`src/rtl/led_frame_scheduler_if.sv`:
```
// led_frame_scheduler_if: color handoff from the frame scheduler to the serial LED driver.
interface led_frame_scheduler_if #(
    parameter int FBUF_COLOR_WIDTH = 24
);
    logic [FBUF_COLOR_WIDTH-1:0] color_out;
    logic                        color_out_valid;
    logic                        color_out_ready;
    modport master(output color_out, color_out_valid, input color_out_ready);
    modport slave(input color_out, color_out_valid, output color_out_ready);
endinterface

```
`src/rtl/led_frame_scheduler.sv`:
```
// led_frame_scheduler: walks the LED color buffer one address per slot, hands each settled
// color to the strip driver, then holds the strip latch gap before the next frame.
module led_frame_scheduler #(
    parameter int NUM_LEDS          = 50,
    parameter int LED_ADDRESS_WIDTH = $clog2(NUM_LEDS),
    parameter int FBUF_COLOR_WIDTH  = 24,
    parameter int SETTLE_CYCLES     = 3,
    parameter int LATCH_CYCLES      = 6000
) (
    input  logic                         clk_led,
    input  logic                         rst,
    input  logic                         enable,
    input  logic                         color_valid,
    input  logic [FBUF_COLOR_WIDTH-1:0]  color_in,
    output logic [LED_ADDRESS_WIDTH-1:0] next_led_request_address,
    led_frame_scheduler_if.master        drv,
    output logic                         latch_active,
    output logic                         frame_done,
    output logic                         busy
);
    localparam int SW = $clog2(SETTLE_CYCLES + 1);
    localparam int LW = $clog2(LATCH_CYCLES + 1);
    localparam logic [SW-1:0] SETTLE_LAST = SW'(SETTLE_CYCLES);
    localparam logic [LW-1:0] LATCH_LAST = LW'(LATCH_CYCLES - 1);
    localparam logic [LED_ADDRESS_WIDTH-1:0] ADDR_LAST = LED_ADDRESS_WIDTH'(NUM_LEDS - 1);

    typedef enum logic [1:0] {IDLE, FETCH, PRESENT, LATCH} state_t;

    state_t                        state, state_n;
    logic [LED_ADDRESS_WIDTH-1:0]  addr, addr_n;
    logic [FBUF_COLOR_WIDTH-1:0]   color_q, color_n;
    logic                          valid_q, valid_n;
    logic [SW-1:0]                 settle, settle_n;
    logic [LW-1:0]                 latch_cnt, latch_n;

    assign next_led_request_address = addr;
    assign drv.color_out            = color_q;
    assign drv.color_out_valid      = valid_q;

    always_ff @(posedge clk_led or posedge rst) begin
        if (rst) begin
            state        <= IDLE;
            addr         <= '0;
            color_q      <= '0;
            valid_q      <= 1'b0;
            settle       <= '0;
            latch_cnt    <= '0;
            busy         <= 1'b0;
            latch_active <= 1'b0;
        end else begin
            state        <= state_n;
            addr         <= addr_n;
            color_q      <= color_n;
            valid_q      <= valid_n;
            settle       <= settle_n;
            latch_cnt    <= latch_n;
            busy         <= state_n != IDLE;
            latch_active <= state_n == LATCH;
        end
    end

    always_comb begin
        state_n    = state;
        addr_n     = addr;
        color_n    = color_q;
        valid_n    = valid_q;
        settle_n   = settle;
        latch_n    = latch_cnt;
        frame_done = 1'b0;
        case (state)
            IDLE: begin
                addr_n = '0;
                if (enable) begin
                    state_n  = FETCH;
                    settle_n = '0;
                end
            end
            FETCH: begin
                // Buffer read data is untrusted until the address has been stable long enough.
                if (settle != SETTLE_LAST) settle_n = settle + SW'(1);
                else if (color_valid) begin
                    color_n = color_in;
                    valid_n = 1'b1;
                    state_n = PRESENT;
                end
            end
            PRESENT: begin
                if (drv.color_out_ready) begin
                    valid_n  = 1'b0;
                    state_n  = addr == ADDR_LAST ? LATCH : FETCH;
                    addr_n   = addr == ADDR_LAST ? '0 : addr + LED_ADDRESS_WIDTH'(1);
                    settle_n = '0;
                    latch_n  = '0;
                end
            end
            LATCH: begin
                addr_n  = '0;
                latch_n = latch_cnt + LW'(1);
                if (latch_cnt == LATCH_LAST) begin
                    frame_done = 1'b1;
                    state_n    = enable ? FETCH : IDLE;
                    settle_n   = '0;
                end
            end
            default: state_n = IDLE;
        endcase
    end
endmodule

```
`src/flat_wrapper.sv`:
```
// flat-port wrapper written by rule: the top's interface ports become plain ports
module led_frame_scheduler_flat 
#(
    parameter int NUM_LEDS          = 50,
    parameter int LED_ADDRESS_WIDTH = $clog2(NUM_LEDS),
    parameter int FBUF_COLOR_WIDTH  = 24,
    parameter int SETTLE_CYCLES     = 3,
    parameter int LATCH_CYCLES      = 6000
)
  (clk_led, rst, enable, color_valid, color_in, next_led_request_address, latch_active, frame_done, busy, drv_color_out, drv_color_out_valid, drv_color_out_ready);
  led_frame_scheduler_if #(.FBUF_COLOR_WIDTH(FBUF_COLOR_WIDTH)) drv_i ();
  input  logic clk_led;
  input  logic rst;
  input  logic enable;
  input  logic color_valid;
  input  logic [FBUF_COLOR_WIDTH-1:0] color_in;
  output logic [LED_ADDRESS_WIDTH-1:0] next_led_request_address;
  output logic latch_active;
  output logic frame_done;
  output logic busy;
  output wire logic [$bits(drv_i.color_out)-1:0] drv_color_out;
  output wire logic [$bits(drv_i.color_out_valid)-1:0] drv_color_out_valid;
  input wire logic [$bits(drv_i.color_out_ready)-1:0] drv_color_out_ready;
  assign drv_color_out = drv_i.color_out;
  assign drv_color_out_valid = drv_i.color_out_valid;
  assign drv_i.color_out_ready = drv_color_out_ready;
  led_frame_scheduler #(.NUM_LEDS(NUM_LEDS), .LED_ADDRESS_WIDTH(LED_ADDRESS_WIDTH), .FBUF_COLOR_WIDTH(FBUF_COLOR_WIDTH), .SETTLE_CYCLES(SETTLE_CYCLES), .LATCH_CYCLES(LATCH_CYCLES)) u_core (.clk_led(clk_led), .rst(rst), .enable(enable), .color_valid(color_valid), .color_in(color_in), .next_led_request_address(next_led_request_address), .drv(drv_i), .latch_active(latch_active), .frame_done(frame_done), .busy(busy));
endmodule
```
`config.mk`:
```
export PLATFORM = sky130hd
export DESIGN_NAME = led_frame_scheduler_flat
export DESIGN_NICKNAME = d
export VERILOG_FILES = /design/src/rtl/led_frame_scheduler_if.sv /design/src/rtl/led_frame_scheduler.sv /design/src/flat_wrapper.sv
export SDC_FILE = /design/constraint.sdc
export NUM_CORES = 1
export LEC_CHECK = 0
export CAP_MARGIN = 20
export CORE_MARGIN = 2
export CORE_UTILIZATION = 29
export CTS_BUF_LIST = sky130_fd_sc_hd__clkbuf_4
export DETAILED_ROUTE_END_ITERATION = 12
export PLACE_DENSITY = 0.63
export SETUP_SLACK_MARGIN = 0.02
export SLEW_MARGIN = 30
export SYNTH_ARGS = -nofsm -noshare
export SYNTH_HDL_FRONTEND = slang
export SYNTH_SLANG_ARGS = --single-unit
```
`constraint.sdc`:
```
create_clock -name clk_led -period 2.4 [get_ports clk_led]
set_input_delay 0.36 -clock clk_led [delete_from_list [all_inputs] [get_ports clk_led]]
set_output_delay 0.36 -clock clk_led [all_outputs]
set_load 0.01 [all_outputs]
```
# --- Word-level counts from Yosys, hierarchy flattened ---
# Index checks and enable logic that the tools add are counted.
word_totals:
  register_bits: 50
  inputBits: 29
classes:
  add_sub_neg: 3
  eq_ne: 13
  muxes: 24
  bitwise_logic: 1
  n_reduce_logical: 11
op_table:
  columns: ["op", "n"]
  rows:
  - ["$pmux W13 S2", 1]
  - ["$mux W2", 10]
  - ["$pmux W2 S4", 2]
  - ["$add A13 B1 Y13 const B", 1]
  - ["$eq A13 B13 Y1 const B", 1]
  - ["$mux W13", 1]
  - ["$mux W6", 2]
  - ["$pmux W6 S2", 1]
  - ["$ne A2 B2 Y1 const B", 5]
  - ["$reduce_and A4 Y1", 2]
  - ["$reduce_bool A2 Y1", 4]
  - ["$add A6 B1 Y6 const B", 1]
  - ["$eq A2 B2 Y1 const B", 3]
  - ["$eq A6 B6 Y1 const B", 1]
  - ["$mux W1", 6]
  - ["$ne A2 B1 Y1 const B", 2]
  - ["$reduce_and A2 Y1", 2]
  - ["$reduce_and A3 Y1", 1]
  - ["$add A2 B1 Y2 const B", 1]
  - ["$eq A2 B1 Y1 const B", 1]
  - ["$logic_not A2 Y1", 1]
  - ["$pmux W1 S2", 1]
  - ["$reduce_or A2 Y1", 1]
  - ["$not A1 Y1", 1]

# --- Depth between registers and ports, before layout ---
# Gate-level depths: netlist (run 1).
logic_depth:
  ltp_word: 5
  ltp_mapped: 8
  depth_no_buf: 7

# --- Least setup slack after synthesis (run 1) ---
# OpenSTA, ideal clock, no wires.
synth_timing:
  path_kind: "reg2reg"
  from: "register u_core.state[0]"
  to: "register u_core.latch_cnt[10]"
  setup_ps: 78
  arrival_time_ps: 2013
  t_required_ps: 2322
  path_slack_ps: 309
  stages_incl_launch_ff: 8
  path_buffers: 1
  synth_period_minus_slack_ps: 2091
  cell_sequence: "dfrtp_1 inv_1 ha_1 buf_4 mux2i_2 or4_4 or3_1 a21oi_1"
synth_via:
  elab_chain_len: 3
  word_cells_on_any_way: 6
  cone_classes: "3 x eq/ne; 1 x mux; 2 x reduce/logical"
synth_rtl:
  columns: ["item", "line_no", "rtl"]
  rows:
  - ["start: declaration", "led_frame_scheduler.sv:29", "state_t state, state_n;"]
  - ["start signal: assignment", "led_frame_scheduler.sv:51", "state <= state_n;"]
  - ["$eq A2 B2 Y1", "led_frame_scheduler.sv:70", "case (state)"]
  - ["$ne A2 B2 Y1 (no source line) or $reduce_bool A2 Y1 (tied branches)", null, null]
  - ["$reduce_and A2 Y1 (no source line)", null, null]
  - ["end signal: assignment", "led_frame_scheduler.sv:56", "latch_cnt <= latch_n;"]
  - ["end: declaration", "led_frame_scheduler.sv:34", "logic [LW-1:0] latch_cnt, latch_n;"]
# Parallel ways exist; a longest one is shown, timed or not.
# A chain may end at the register's enable or synchronous reset.

# --- Worst setup path in the final report (run 1) ---
# Ends and elaborated chain as after synthesis.

==> qor.yml, run 1 <==
synth_cell_type_count: 43
pwr-share-clk_pct: 14.8
avgSynthCellArea_um2: 11.1
setup_slack_ns: 0.278
path_max_fanout: 8
end_kind: "flip-flop"
cts.path.max_buffers: 2
rows: 33
core_area_mm2: 0.00818
grt_pass1_wl_um: 8560
antenna_cells: 0
fin_crit_sh_pct: 88.4
place_congestion: 0.744
tightest_slew_ns: 0.645
ir_worst_vdd_mv: 0.395
max_slew_margin_pct: 56.9
start_util_pct: 29.9
r2r_cells: 6
setup_violations: 0
yosys_warnings: 0
htreeDepth: 2
hold_viol: 0
ys_seq_area_share_pct: 51.3
cts_hold_buf: 0
die_area_mm2: 0.00917
p_sw_mw: 0.834
min_period_ns: 2.12
ant_nets: 0
wire_per_inst_um: 13.3
grt_pass1_vias: 1884
fmax_mhz: 471
ys.flop_type: "dfrtp_1"
synth_area_mm2: 0.00244
drc: 0
power_frac_seq_pct: 44.7
clock_latency_ns: 0.36
clk_pin_slew_ns: 0.15
leakage_nw: 1.46
synthCells: 219
crit_path_top_delay_cell: "or4_4"
drive_gt1_share_pct: 16.9
fin_skew_ns: 0.00777
r2r_start: "u_core.state[0]"
numCtsBuffers: 5
die_h_um: 95.7
antenna_found_initial: 0
final_nets: 333
vias: 1900
drt_first_iter_violations: 54
area_growth_pct: 36.0
seqCellArea_mm2: 0.00125
tns_ns: 0
hp-class: "input pin to asynchronous set/reset pin"
fillerInstances: 813
r2r_end: "u_core.latch_cnt[10]"
power_frac_comb_pct: 40.6
firstDrtPassIters: 4
maxCapViolCount: 0
synth-seq-cells: 50
grt_max_degree: 51
p_int_mw: 1.79
path_class: "flip-flop to flip-flop"
top_level_ports: 63
dp_slack_ns: 0.275
cp-start-kind: "flip-flop"
multi_input_area_mm2: 0.00111
run_status: "completed"
final_common_cell: "clkdlybuf4s50_1"
grt_usage_pct: 11.9
slowest_delay_ns: 0.55
die_w_um: 95.7
root_buffer: "clkbuf_4"
io_buffers: 62
syn_nets: 257
crit_chain: "inv_1 -> ha_1 -> mux2i_2 -> or4_4 -> or3_1 -> a21oi_1"
wl_um: 5340
cts_tree: "built"
cts.sinks: 50
mostFrequentLayoutCells: "61 x clkdlybuf4s50_1, 50 x dfrtp_1, 24 x mux2_2"
grt_overflow: 0
vias_per_cell: 4.74
cp.required_ns: 2.70
r2r_slack_ns: 0.28
slew_violations: 0
worstPathArrival_ns: 2.42
p_sw_share_pct: 31.8
powerDensity_mw_per_mm2: 789
dp_hpwl_um: 3780
rsz0062_at_grt: "false"
async_reset_ff_share_pct: 100
synth-edff-count: 0
==> kinds of logic (layout without fill, tap and decap cells) <==
logic type | count (synthesis) | count (layout) | share of synthesized area (%)
muxes | 28 | 28 | 12.9
AOI/OAI and AO/OA | 40 | 40 | 11.3
xor gates and xnor gates | 9 | 9 | 3.23
DFF | 50 | 50 | 51.3
buffers and inverters | 20 | 97 | 3.28
and+or+nand+nor | 63 | 63 | 13.4
adders and majority gates | 9 | 9 | 4.61
==> worst max-delay path: cells and delay by family (launching register included) <==
kind	cells	cell delay, ns
AO/OA/AOI/OAI	1	0.15
buffers and inverters	1	0.11
multiplexers	1	0.17
adder cells (fa/ha/maj)	1	0.26
AND/OR/NAND/NOR	2	0.87
flip-flops	1	0.49
==> area by class of cell <==
type / count / area share, %
flip-flops and latches: 50 / 37.7
clock inverters: 3 / 0.490
repair buffers: 75 / 21.7
inverters: 14 / 1.58
multi-input cells: 149 / 33.4
clock buffers: 5 / 1.13
well taps: 105 / 3.96
==> per-layer routing <==
| layer | part of all wire (%) | routed length, µm | global-route usage [%] | vias to the layer above |
|---|---|---|---|---|
| li1 | - | - | - | 922 |
| met1 | 44 | 2360 | 14.6 | 933 |
| met2 | 50 | 2680 | 20.1 | 38 |
| met3 | 4.7 | 249 | 3.60 | 7 |
| met4 | 1.1 | 57 | 3.33 | 0 |
| met5 | 0 | 0 | 0 | - |
==> through the flow <==
stage	cells	power (mW)	instance area [µm²]	utilization (%)	hold WS (ns)
2_1_floorplan	219	1.74	2440	-	0.481
3_3_place_gp	388	2.21	3230	39.5	0.487
3_5_place_dp	388	2.23	3230	39.5	0.493
4_1_cts	400	2.65	3310	40.5	0.486
5_1_grt	401	2.81	3320	40.6	0.507
6_report	401	2.62	3320	40.6	0.460
==> cells in the mapped netlist (3+ instances only) <==
library cell | instances | area share [%]
dfrtp_1 | 50 | 51
mux2_2 | 24 | 11
nor2_1 | 18 | 2.8
inv_1 | 14 | 2.2
nand2_1 | 14 | 2.2
o21ai_0 | 14 | 2.9
ha_1 | 9 | 4.6
nand3_1 | 8 | 1.6
a32o_1 | 5 | 2.1
xor2_1 | 5 | 1.8
a21oi_1 | 4 | 0.82
a22o_1 | 4 | 1.4
clkbuf_1 | 4 | 0.61
nand2b_1 | 4 | 1.0
xnor2_1 | 4 | 1.4
and3_1 | 3 | 0.77
mux2i_1 | 3 | 1.2
==> how the worst max path moves through the flow <==
stage,depth (start not counted),to,slack (ns),from
final,6,u_core.latch_cnt[10],0.28,u_core.state[0]
after global routing,6,u_core.latch_cnt[10],0.15,u_core.state[0]
after global placement,5,u_core.latch_cnt[10],0.32,drv_color_out_ready
after floorplan,7,u_core.latch_cnt[10],0.31,u_core.state[0]
after detailed placement,5,u_core.latch_cnt[10],0.28,drv_color_out_ready
after CTS,4,frame_done,0.02,u_core.latch_cnt[7]
==> sequential cells by signal (all words and copies together), names as in the netlist <==
| signal | flops |
|---|---|
| u_core.settle | 2 |
| u_core.busy | 1 |
| u_core.latch_cnt | 13 |
| u_core.drv.color_out_valid | 1 |
| u_core.next_led_request_address | 6 |
| u_core.drv.color_out | 24 |
| u_core.latch_active | 1 |
| u_core.state | 2 |
==> what timing repair did <==
item	4_1_cts	5_1_grt
hold endpoints to repair	0	0
pin swaps	1	1
gates cloned	0	0
setup endpoints to repair	1	1
resized for setup	0	1
setup buffers	4	1
==> power groups by stage <==
stage          Clock (mW)  Sequential [mW]  Combinational, mW
2_1_floorplan           0             1.26              0.479
3_3_place_gp            0             1.18               1.03
3_5_place_dp            0             1.19               1.04
4_1_cts             0.411             1.17               1.07
5_1_grt             0.449             1.20               1.17
6_report            0.387             1.17               1.06
No activity file was read; power rests on OpenSTA's default activity.
==> run 2: changes to the inputs <==
- GPL_ROUTABILITY_DRIVEN: not set -> 1
==> results of run 2 <==
No change in the layout: final DEF, timing and power equal those of run 1.
==> run 3: changes to the inputs <==
- clock period: 2.4 -> 2.5 ns (I/O delays scaled with it)
==> run 3 against run 2 <==
Power is 4.9% lower. Register-to-register slack barely moved. Critical path depth grew 2. Clock skew increased by 0.0064 ns. Worst hold slack improved by 0.019 ns. Die area did not move. Sequential share of layout area up 0.35 points. Final area down 0.83%. Highest routed layer unchanged.
==> qor.yml, run 3 (synthesized netlist as in run 1, its figures left out) <==
dp_hpwl_um: 3650  # -3.4%
r2r_cells: 8  # +2
rows: 33  # unchanged
hp-class: "input pin to asynchronous set/reset pin"
run_status: "completed"
max_slew_margin_pct: 52.8  # -4.1 points
fmax_mhz: 448  # -5.0%
antenna_found_initial: 0  # unchanged
clock_latency_ns: 0.36  # about the same
cp.required_ns: 2.76  # +0.06 ns
final_common_cell: "clkdlybuf4s50_1"
drive_gt1_share_pct: 16.5  # -0.40 points
die_w_um: 95.7  # unchanged
largest_register_ff_count: 24  # unchanged
ant_nets: 0  # unchanged
htreeDepth: 2  # unchanged
place_congestion: 0.852  # +14%
slew_violations: 0  # unchanged
path_class: "flip-flop to flip-flop"
cp-start-kind: "flip-flop"
top_level_ports: 63  # unchanged
powerDensity_mw_per_mm2: 757  # -4.1%
hold_ws_ns: 0.479  # +0.0191 ns
r2r_start: "u_core.state[0]"
tns_ns: 0  # unchanged
clk_pin_slew_ns: 0.14  # about the same
vias: 1877  # -1.2%
ir_worst_vdd_mv: 0.302  # -24%
area_growth_pct: 34.9
firstDrtPassIters: 5  # +1
wire_per_inst_um: 12.8  # -4.2%
path_max_fanout: 16  # +8
end_kind: "flip-flop"
wl_um: 5050  # -5.4%
die_h_um: 95.7  # unchanged
drt_first_iter_violations: 71  # +31%
vias_per_cell: 4.74  # about the same
fin_crit_sh_pct: 89.3  # +0.93 points
final_nets: 329  # -1.2%
tightest_slew_ns: 0.705  # +0.0608 ns
p_total_mw: 2.49  # -4.9%
antenna_cells: 0  # unchanged
grt_max_degree: 51  # unchanged
maxCapViolCount: 0  # unchanged
cts.sinks: 50  # unchanged
numCtsBuffers: 5  # unchanged
r2r_slack_ns: 0.27  # about the same
core_area_mm2: 0.00818  # unchanged
worstPathArrival_ns: 2.50  # +0.08 ns
fin_skew_ns: 0.0142  # +0.00645 ns
min_period_ns: 2.23  # +0.112 ns
cts_tree: "built"
start_util_pct: 29.9  # unchanged
grt_usage_pct: 11.7  # -0.18 points
grt_overflow: 0  # unchanged
drc: 0  # unchanged
setup_violations: 0  # unchanged
rsz0062_at_grt: "false"
io_buffers: 62  # unchanged
hold_viol: 0  # unchanged
cts.path.max_buffers: 2  # unchanged
grt_pass1_wl_um: 8450  # -1.3%
fillerInstances: 828  # +1.8%
mostFrequentLayoutCells: "61 x clkdlybuf4s50_1, 49 x dfrtp_1, 24 x mux2_2"
root_buffer: "clkbuf_4"
leakage_nw: 1.44  # -1.7%
grt_pass1_vias: 1808  # -4.0%
die_area_mm2: 0.00917  # unchanged
startpoint: "u_core.state[0]"
r2r_end: "u_core.busy"
==> run 3: cell types whose count changed in the layout (fill, tap and decap cells not counted) <==
cell / change
clkinv_2: -1
dfrtp_2: +1
dfrtp_1: -1
ha_2: +1
clkinv_1: -1
ha_1: -1
buf_4: -4
clkbuf_4: +1
==> run 3: worst max-delay path, cell delays in order (launching register included) <==
cell	delay (ns)
dfrtp_1	0.52
inv_1	0.12
ha_1	0.25
buf_4	0.19
nand2_1	0.14
nor2_1	0.06
a211oi_1	0.46
nor2b_1	0.10
o32a_1	0.30
==> run 3: cell type report <==
type                       count  area (µm²)  area share (%)
clock inverter                 1        7.51           0.228
tap                          105         131            3.99
inverter                      14        52.6            1.60
clock buffer                   6        45.0            1.37
timing repair buffer          71         691            21.0
sequential                    50        1250            38.0
multi-input combinational    149        1110            33.8
==> run 3: worst max path at each step <==
stage | end | slack [ns] | cells after the start
2_1_floorplan | u_core.latch_cnt[10] | 0.41 | 7
3_3_place_gp | frame_done | 0.37 | 5
3_5_place_dp | u_core.busy | 0.31 | 8
4_1_cts | frame_done | 0.03 | 5
5_1_grt | u_core.busy | 0.15 | 8
6_report | u_core.busy | 0.27 | 8
==> run 3: timing repair <==
item / CTS / global route
hold buffers: 0 / 0
endpoints found under the setup margin: 1 / 1
resized for setup: 0 / 3
buffers inserted: 2 / 0
pin swaps: 1 / 1
hold endpoints to repair: 0 / 0
==> run 3: per-layer routing <==
metal	track usage (%)	wire, µm
met1	15.4	2280
met3	2.90	242
met5	0	0
met2	18.9	2500
met4	3.57	38
==> run 3: metrics by stage <==
step                      cells  utilization (%)  setup slack [ns]  cell area (µm²)
after global routing        396             40.3             0.149             3290
after floorplan             219                -             0.409             2440
after global placement      387             39.4             0.367             3220
final                       396             40.3             0.266             3290
after CTS                   396             40.2            0.0295             3290
after detailed placement    387             39.4             0.312             3220
==> run 3: where the power goes <==
part	leakage [nW]	internal, mW	switching, mW
Sequential	0.655	1.01	0.116
Combinational	0.756	0.593	0.409
Clock	0.0278	0.116	0.246
